`src/rtl/datapath.sv`:
```
// Four-lane, 4-bit SIMD accumulator datapath.
// Each lane keeps a 4-bit accumulator and a carry/borrow flag. A 3-bit opcode
// combines each accumulator with its lane operand every clock; only lanes
// selected by vec are updated. Lanes are fully independent: no carry ripples
// between them and the stored carry is never read back as an operand.
module datapath (
  input  logic       clk,
  input  logic       rst,
  input  logic [2:0] op,
  input  logic       form,
  input  logic [1:0] vec,
  input  logic [3:0] A,
  input  logic [3:0] B,
  input  logic [3:0] C,
  input  logic [3:0] D,
  output logic [3:0] QA,
  output logic [3:0] QB,
  output logic [3:0] QC,
  output logic [3:0] QD,
  output logic [3:0] carry,
  output logic       zero
);

  localparam int unsigned LANES = 4;

  typedef enum logic [2:0] {
    OP_NOP  = 3'd0,
    OP_LOAD = 3'd1,
    OP_ADD  = 3'd2,
    OP_SUB  = 3'd3,
    OP_AND  = 3'd4,
    OP_OR   = 3'd5,
    OP_XOR  = 3'd6,
    OP_CLR  = 3'd7
  } op_e;

  op_e              w_op;
  logic [3:0]       w_in [LANES];
  logic [3:0]       w_q  [LANES];
  logic [LANES-1:0] w_lane_en;
  logic [LANES-1:0] w_carry;

  assign w_op = op_e'(op);

  // Per-lane raw operands, lane i = A/B/C/D.
  assign w_in[0] = A;
  assign w_in[1] = B;
  assign w_in[2] = C;
  assign w_in[3] = D;

  // Thermometer decode of vec: lanes 0..vec are active.
  always_comb begin
    w_lane_en = 4'b0001;
    case (vec)
      2'd0: w_lane_en = 4'b0001;
      2'd1: w_lane_en = 4'b0011;
      2'd2: w_lane_en = 4'b0111;
      2'd3: w_lane_en = 4'b1111;
      default: w_lane_en = 4'b0001;
    endcase
  end

  for (genvar gi = 0; gi < LANES; gi++) begin : g_lane
    logic [3:0] r_q;
    logic       r_k;
    logic [3:0] w_n;
    logic [4:0] w_sum;
    logic [4:0] w_diff;
    logic [3:0] w_r;
    logic       w_k;
    logic       w_upd;

    // Broadcast mode feeds lane 0's input to every lane.
    assign w_n    = form ? A : w_in[gi];
    // 5-bit widening exposes carry-out (sum) and borrow (difference) in bit 4.
    assign w_sum  = {1'b0, r_q} + {1'b0, w_n};
    assign w_diff = {1'b0, r_q} - {1'b0, w_n};

    // Next-value selection for this lane; NOP suppresses the update entirely.
    always_comb begin
      w_r   = r_q;
      w_k   = r_k;
      w_upd = w_lane_en[gi];
      case (w_op)
        OP_NOP:  w_upd = 1'b0;
        OP_LOAD: begin w_r = w_n;          w_k = 1'b0;      end
        OP_ADD:  begin w_r = w_sum[3:0];   w_k = w_sum[4];  end
        OP_SUB:  begin w_r = w_diff[3:0];  w_k = w_diff[4]; end
        OP_AND:  begin w_r = r_q & w_n;    w_k = 1'b0;      end
        OP_OR:   begin w_r = r_q | w_n;    w_k = 1'b0;      end
        OP_XOR:  begin w_r = r_q ^ w_n;    w_k = 1'b0;      end
        OP_CLR:  begin w_r = 4'd0;         w_k = 1'b0;      end
        default: w_upd = 1'b0;
      endcase
    end

    // Lane accumulator and flag; async clear, load only when the lane updates.
    always_ff @(posedge clk or posedge rst) begin
      if (rst) begin
        r_q <= 4'd0;
        r_k <= 1'b0;
      end else if (w_upd) begin
        r_q <= w_r;
        r_k <= w_k;
      end
    end

    assign w_q[gi]     = r_q;
    assign w_carry[gi] = r_k;
  end

  assign QA    = w_q[0];
  assign QB    = w_q[1];
  assign QC    = w_q[2];
  assign QD    = w_q[3];
  assign carry = w_carry;
  // Zero flag looks at every lane regardless of vec.
  assign zero  = (w_q[0] == 4'd0) && (w_q[1] == 4'd0) &&
                 (w_q[2] == 4'd0) && (w_q[3] == 4'd0);

endmodule

```
`config.mk`:
```
export PLATFORM = sky130hd
export DESIGN_NAME = datapath
export DESIGN_NICKNAME = d
export VERILOG_FILES = /design/src/rtl/datapath.sv
export SDC_FILE = /design/constraint.sdc
export NUM_CORES = 1
export LEC_CHECK = 0
export CAP_MARGIN = 25
export CORE_MARGIN = 3
export CORE_UTILIZATION = 55
export DETAILED_ROUTE_END_ITERATION = 16
export PLACE_DENSITY = 0.85
export SYNTH_ARGS = -nofsm -noshare
export SYNTH_HDL_FRONTEND = slang
export SYNTH_SLANG_ARGS = --single-unit
```
`constraint.sdc`:
```
create_clock -name clk -period 2.76 [get_ports clk]
set_input_delay 0.276 -clock clk [delete_from_list [all_inputs] [get_ports clk]]
set_output_delay 0.276 -clock clk [all_outputs]
set_load 0.02 [all_outputs]
```
After elaboration in Yosys (flattened, before gate mapping)
Cells that the tools add are included.
- $add $sub $neg: 8
- equal/unequal tests: 10
- multiplexer cells: 16
- bitwise gates (word level): 12
- reduce and logical (&&, ||, !) cells: 20
- operators with widths (cell ; count):
    4-bit one-hot mux with 7 select lines ; 4
    4-bit by 4-bit adder with 5-bit output ; 4
    4-bit by 4-bit subtractor with 5-bit output ; 4
    4-bit bitwise AND ; 4
    4-bit logical NOT ; 4
    4-bit OR ; 4
    4-bit one-hot mux with 4 select lines ; 1
    2-bit AND reduction ; 8
    4-bit XOR ; 4
    3-bit == test (second input constant) ; 4
    4-bit two-way mux ; 3
    1-bit one-hot mux with 3 select lines ; 4
    7-bit nonzero test ; 1
    3-bit by 2-bit == test with 1-bit output (second input constant) ; 2
    5-bit OR reduction ; 1
    2-bit == test (second input constant) ; 2
    1-bit two-way mux ; 4
    3-bit by 1-bit == test with 1-bit output (second input constant) ; 1
    1-bit logical AND ; 3
    3-bit logical NOT ; 1
    3-bit nonzero test ; 1
    2-bit by 1-bit == test with 1-bit output (second input constant) ; 1
    2-bit logical NOT ; 1
- bits in registers: 20
- output and inout port bits: 21

Depth between registers and ports, before layout
Gate-level depths: netlist of the first run.
- depth in word-level cells: 4
- gate-level depth with buffers: 10

Worst setup path before layout of the first run
OpenSTA, ideal clock, no wires.
- path kind: input port to flip-flop
- start: in form
- end: reg g_lane[3].r_q[1] (netlist: QD[1])
- setup time: 0.137 ns
- arrival: 2.078 ns
- required time: 2.623 ns
- slack: 0.545 ns
- stages: 9
- path through: buf_2 -> o21ai_0 -> inv_1 -> ha_1 -> mux2_2 -> a22oi_1 -> nor2_1 -> o32ai_1 -> o21ai_0
- longest elaborated chain between the ends: 3
- elaborated cells between the ends (all ways): 7
- ends and longest elaborated chain (what ; line ; source):
    from (decl) ; 10 ; input logic form,
    4-bit two-way mux (*) ; 74 ; assign w_n = form ? A : w_in[gi];
    4-bit by 4-bit subtractor with 5-bit output (tied with other cells) ; 77 ; assign w_diff = {1'b0, r_q} - {1'b0, w_n};
    4-bit one-hot mux with 7 select lines (*) ; 84 ; case (w_op)
    to (signal assigned) ; 103 ; r_q <= w_r;
    to (decl) ; 64 ; logic [3:0] r_q;
Mark *: on every way between the ends. The rest lies on a longest branch, timed or not.
A chain may end at the register's enable or synchronous reset.

Final worst setup path of the first run
- start: in form
- end: reg g_lane[2].r_q[1] (netlist: QC[1])
- longest elaborated chain between the ends: 3
- elaborated cells between the ends (all ways): 7
- ends and longest elaborated chain (what ; line):
    4-bit two-way mux (*) ; 74
    4-bit by 4-bit subtractor with 5-bit output (tied with other cells) ; 77
    4-bit one-hot mux with 7 select lines (*) ; 84
    to (signal assigned) ; 103
    to (decl) ; 64
Marked as above.

==> results.yml, run 1 <==
status:
  status: "finished, final reports clean"
route:
  dr.pass1.iters: 5
  wl_per_cell_um: 17.9
  vias: 2987
  ant_nets: 0
  detail_route.vias_per_cell: 6.12
  drtIter0Drc: 248
  drt_wl_total_mm: 8.75
  drc: 0
synth:
  synth_edf_count: 0
  syn-instance-count: 366
  netlist_area_um2: 3020
  yosysWarningCount: 0
  synth_top_cell_by_area: "ha_1"
  async_flop_share_pct: 100
  synth_nets: 451
  avgSynthCellArea_um2: 8.24
  ys_types: 54
  synthFlopType: "dfrtp_1"
  synthTopCellsByArea: "ha_1, dfrtp_1, inv_1, fa_1, a21oi_1"
  ys_ff_latch: 20
  synth_top_area_share_pct: 22.0
  ys_seq_area_share_pct: 16.6
sta:
  hold_ws_ns: 0.492
  timing.fmax_ghz: 0.376
  clock_skew_ns: 0.00487
  rsz0062_at_grt: "no"
  layout_setup_ws_ns: 0.100
  setup_viol: 0
  maxSlewViolCount: 0
  tightest_slew_ns: 0.909
  finalHoldViolCount: 0
  min_period_over_period_pct: 96.4
  fin_crit_ns: 2.66
  maxSlewHeadroom_pct: 39.3
placement:
  place_hpwl_mm: 6.65
  place.gp.congestion: 0.890
  post-place-ws_ns: -0.125
  placed_area_um2: 3620
  io_buffers: 44
layout:
  final_util_pct: 70.6
  antenna_cells: 0
  nFillCells: 415
  synthToLayoutAreaGrowth_pct: 21.8
  layout-drive-gt1-share_pct: 9.81
  final_area_um2: 3670
  fin_nets: 504
worst_setup_path:
  cp_slowest_cell: "clkdlybuf4s50_1"
  r2r_slack_ns: 0.68
  worst_ep_arrival_time_ns: 2.81
  crit_fanout: 9
  cp-start-kind: "input pin"
  critPathMostFrequentCell: "inv_1"
  cpPeakStageDelay_ns: 0.66
  rr_worst_depth: 8
  required_ns: 2.91
  reg2reg_to: "QA[2]"
  worstSetupEndpointType: "flip-flop"
  worstSetupPathType: "input pin to flip-flop"
  path_cells: "clkdlybuf4s50_1 -> mux2i_1 -> inv_1 -> ha_1 -> inv_1 -> fa_1 -> a21oi_1 -> o22ai_1 -> o221ai_1 -> o21ai_0"
  worst_r2r_startpoint: "QA[0]"
clock_tree:
  cts_sinks: 20
  cts_root_buf: "clkbuf_8"
  h-tree-depth: 1
  cts_buffer_depth: 2
  cts_hold_buf: 0
  clk_pin_slew_ns: 0.09
  insertion_delay_ns: 0.27
  cts_made_buffers: 3
  cts_tree: "done"
floorplanning:
  rows: 26
  die_height_um: 80.0
  start_util_pct: 57.9
  die_w_um: 80.0
  core_area_um2: 5200
  die_area_um2: 6410
  num_io_pins: 45
power_and_ir_drop:
  vdd_drop_max_mv: 0.277
  powerDensity_nw_per_um2: 491
  fin_total_pwr_mw: 1.80
  cellLeakagePower_nw: 1.78
global_routing:
  met3_usage_pct: 4.97
  grt_first_pass_wirelength_mm: 14.2
  gr-usage-met1_pct: 34.8
  grt_use_total_pct: 28.1
  overflow: 0
  grt_max_degree: 23
  grt_busiest_layer: "met2"
  use_met2_pct: 48.7
  grt_antenna_before_repair: 0
  grt_pass1_vias: 2989
job:
  cap_viol_max_count: 0
hold_path:
  hp-class: "input pin to async pin"
[state kept, by name (all words and copies together) (netlist names)]
name and flops:
QA 4, QC 4, QD 4, g_lane.r_k 4, QB 4
[Yosys cell counts (4+ instances only)]
| cell | count |
|---|---|
| a21o_1 | 6 |
| a21oi_1 | 31 |
| a221oi_1 | 4 |
| a22oi_1 | 5 |
| a31oi_1 | 4 |
| buf_2 | 10 |
| buf_4 | 6 |
| clkbuf_1 | 4 |
| dfrtp_1 | 20 |
| fa_1 | 8 |
| ha_1 | 53 |
| inv_1 | 55 |
| mux2i_1 | 9 |
| nand2_1 | 24 |
| nand3_1 | 4 |
| nor2_1 | 18 |
| nor2b_1 | 4 |
| nor3_1 | 7 |
| nor4_1 | 4 |
| o21ai_0 | 23 |
| o221ai_1 | 6 |
| o32a_1 | 4 |
| xnor2_1 | 8 |
| xor2_1 | 5 |
[power breakdown]
part | internal [mW] | switching [mW]
Clock | 0.128 | 0.125
Combinational | 0.515 | 0.580
Sequential | 0.351 | 0.105
[worst max path at each step]
stage / end / cells past startpoint / from
after floorplan: QD[1] / 9 / form
after global placement: QC[1] / 10 / form
after detailed placement: QC[1] / 10 / form
after CTS: QC[1] / 10 / form
after global routing: QC[1] / 10 / form
final: QC[1] / 10 / form
[worst max-delay path: cells and delay by family]
| family | cells | cell delay, ns |
|---|---|---|
| buffers and inverters | 3 | 0.88 |
| AOI/OAI and AO/OA | 4 | 0.53 |
| muxes | 1 | 0.45 |
| adders and majority gates | 2 | 0.67 |
[per-stage QoR]
stage          instances  setup TNS (ns)
3_3_place_gp         484        -0.00928
4_1_cts              488               0
5_1_grt              488               0
6_report             488               0
3_5_place_dp         484          -0.176
2_1_floorplan        366               0
[layout by cell type, fill, tap and decap left out, types with 2 or more instances in the layout]
cell,n
inv_1,55
ha_1,53
clkdlybuf4s50_1,44
a21oi_1,31
buf_4,25
nand2_1,24
o21ai_0,22
dfrtp_1,20
nor2_1,18
mux2i_1,9
xnor2_1,8
fa_1,8
nor3_1,7
o221ai_1,6
a21o_1,6
a22oi_1,5
xor2_1,5
nor2b_1,4
a31oi_1,4
nand3_1,4
o32a_1,4
a221oi_1,4
nor4_1,4
clkbuf_8,4
mux2_2,3
o21bai_1,3
a311oi_1,3
a32o_1,2
a221o_1,2
o22ai_1,2
and3_1,2
a211o_1,2
o211ai_1,2
mux4_2,2
o31ai_1,2
[cells by family after synthesis]
kind of cell / count (synthesis) / share of synthesized area (%)
muxes: 14 / 5.60
AOI/OAI and AO/OA: 111 / 25.0
and+or+nand+nor: 70 / 11.0
DFF: 20 / 16.6
adders and majority gates: 61 / 27.3
xor gates and xnor gates: 13 / 3.78
buffers and inverters: 77 / 10.7
[layout make-up]
class | instances | area, µm² | area share (%)
multi-input cells | 269 | 2190 | 59.7
well taps | 70 | 87.6 | 2.39
flip-flops and latches | 20 | 500 | 13.6
repair buffers | 69 | 628 | 17.1
inverters | 56 | 210 | 5.72
clock buffers | 4 | 55.1 | 1.50
[per-layer routing]
metal,up-vias,routed length (µm)
met5,-,0
met4,0,275
met3,40,835
met2,165,4160
met1,1400,3480
li1,1382,-
[what timing repair did]
item	in CTS	in global routing
setup endpoints to repair	0	1
resized for setup	0	1
setup buffers	0	0
Power figures use the tool's default switching activity.
==> run 2: changes to the inputs <==
Settings changed: ABC_CLOCK_PERIOD_IN_PS from default to 2760.
==> results of run 2 <==
No change in the layout: final DEF, timing and power equal those of run 1.
==> run 3: changes to the inputs <==
Settings changed: GPL_TIMING_DRIVEN from default to 0.
==> results.yml, run 3 (synthesis results as in run 1) <==
layout:
  nFillCells: 416
  antenna_cells: 0
  multi_input_area_um2: 2200
  layout-drive-gt1-share_pct: 8.72
  layout_common_cells: "inv_1, ha_1, clkdlybuf4s50_1, a21oi_1, nand2_1"
  fin_cells: 483
  fin_nets: 499
  synthToLayoutAreaGrowth_pct: 19.5
  final_common_cell: "inv_1"
  seq_area_um2: 500
route:
  dr.pass1.iters: 6
  detail_route.vias_per_cell: 6.20
  wl_per_cell_um: 18.4
  drt_wl_total_mm: 8.91
  ant_nets: 0
  drc: 0
  drtIter0Drc: 291
  vias: 2996
worst_setup_path:
  cp_slowest_cell: "clkdlybuf4s50_1"
  crit_path_start: "form"
  required_ns: 2.90
  cpPeakStageDelay_ns: 0.58
  crit_path_end: "QC[3]"
  crit_fanout: 10
  worstSetupEndpointType: "flip-flop"
  r2r_slack_ns: 0.70
  path_depth: 11
  critPathTopFamily: "buffers and inverters"
  cp.buffers_inverters: 3
  worstSetupPathType: "input pin to flip-flop"
  cp-start-kind: "input pin"
  path_cells: "clkdlybuf4s50_1 -> buf_6 -> nand2_2 -> o21ai_2 -> inv_1 -> ha_1 -> o21bai_1 -> a21oi_1 -> xor2_1 -> a311oi_1 -> a221oi_1"
  worst_ep_arrival_time_ns: 2.78
  reg2reg_to: "QD[2]"
  worst_r2r_startpoint: "QD[0]"
  rr_worst_depth: 7
hold_path:
  hp-class: "input pin to async pin"
clock_tree:
  clk_pin_slew_ns: 0.09
  h-tree-depth: 1
  cts_root_buf: "clkbuf_8"
  cts_sinks: 20
  cts_made_buffers: 3
  cts_buffer_depth: 2
  cts_hold_buf: 0
  insertion_delay_ns: 0.27
  cts_tree: "done"
floorplanning:
  die_w_um: 80.0
  num_io_pins: 45
  die_height_um: 80.0
  start_util_pct: 57.9
  die_area_um2: 6410
  rows: 26
  core_area_um2: 5200
global_routing:
  grt_max_degree: 21
  grt_pass1_vias: 3021
  grt_first_pass_wirelength_mm: 14.7
  grt_antenna_before_repair: 0
  grt_use_total_pct: 29.4
  overflow: 0
sta:
  setup_viol: 0
  maxSlewHeadroom_pct: 42.3
  rsz0062_at_grt: "no"
  maxSlewViolCount: 0
  clock_skew_ns: 0.00650
  timing.fmax_ghz: 0.379
  finalHoldViolCount: 0
  min_period_over_period_pct: 95.7
  fin_crit_ns: 2.64
  hold_ws_ns: 0.474
  layout_setup_ws_ns: 0.119
  tightest_slew_ns: 0.865
status:
  status: "finished, final reports clean"
placement:
  io_buffers: 43
  post-place-ws_ns: -0.380
  place.gp.congestion: 0.935
  placedCellCount: 479
  place_hpwl_mm: 6.72
job:
  cap_viol_max_count: 0
power_and_ir_drop:
  cellLeakagePower_nw: 1.73
  powerDensity_nw_per_um2: 497
  vdd_drop_max_mv: 0.274
## run 3: stage by stage
stage | cell area [µm²] | total power [mW] | setup TNS (ns) | util (%)
global route | 3600 | 1.94 | 0 | 69.3
floorplan | 3020 | 1.18 | 0 | -
detailed placement | 3530 | 1.53 | -2.87 | 67.9
global placement | 3530 | 1.49 | -2.16 | 67.9
CTS | 3590 | 1.79 | 0 | 69.0
finish | 3600 | 1.79 | 0 | 69.3
## run 3: layout make-up
| type | count | area share (%) |
|---|---|---|
| tap | 70 | 2.43 |
| inverter | 56 | 5.83 |
| buffer | 21 | 3.33 |
| timing repair buffer | 43 | 11.9 |
| sequential | 20 | 13.9 |
| multi-input combinational | 269 | 61.1 |
| clock buffer | 4 | 1.53 |
## run 3: report_power, final
group | switching (mW) | internal [mW] | total [mW] | leakage, nW
clock network | 0.117 | 0.128 | 0.245 | 0.0288
logic | 0.585 | 0.507 | 1.09 | 1.46
registers | 0.105 | 0.351 | 0.456 | 0.247
total | 0.807 | 0.986 | 1.79 | 1.73
## run 3: layer usage
| layer | share of wire [%] | vias to the layer above | GRT usage, % |
|---|---|---|---|
| met2 | 48 | 183 | 50.1 |
| met1 | 39 | 1412 | 37.0 |
| li1 | - | 1370 | - |
| met3 | 9.6 | 31 | 4.40 |
| met5 | 0 | - | 0 |
| met4 | 3.1 | 0 | 11.3 |
## run 3: what timing repair did
action | in CTS | in global routing
resized for setup | 2 | 8
setup buffers | 0 | 0
setup endpoints to repair | 4 | 8
## run 3: worst min-delay path by stage
stage | slack (ns) | end | cells past startpoint
floorplan | 0.24 | QA[0] | 1
global placement | 0.47 | g_lane[1].r_k | 2
detailed placement | 0.47 | g_lane[1].r_k | 2
CTS | 0.50 | g_lane[1].r_k | 2
global route | 0.54 | g_lane[1].r_k | 2
finish | 0.47 | QC[3] | 2
## run 3: worst reg2reg max path: cells and delay by family, from the launching register on
family                     cells  cell delay [ns]
AOI/OAI and AO/OA              3             0.57
adders and majority gates      2             0.64
and+or+nand+nor                1             0.16
xor gates and xnor gates       1             0.12
DFF                            1             0.43
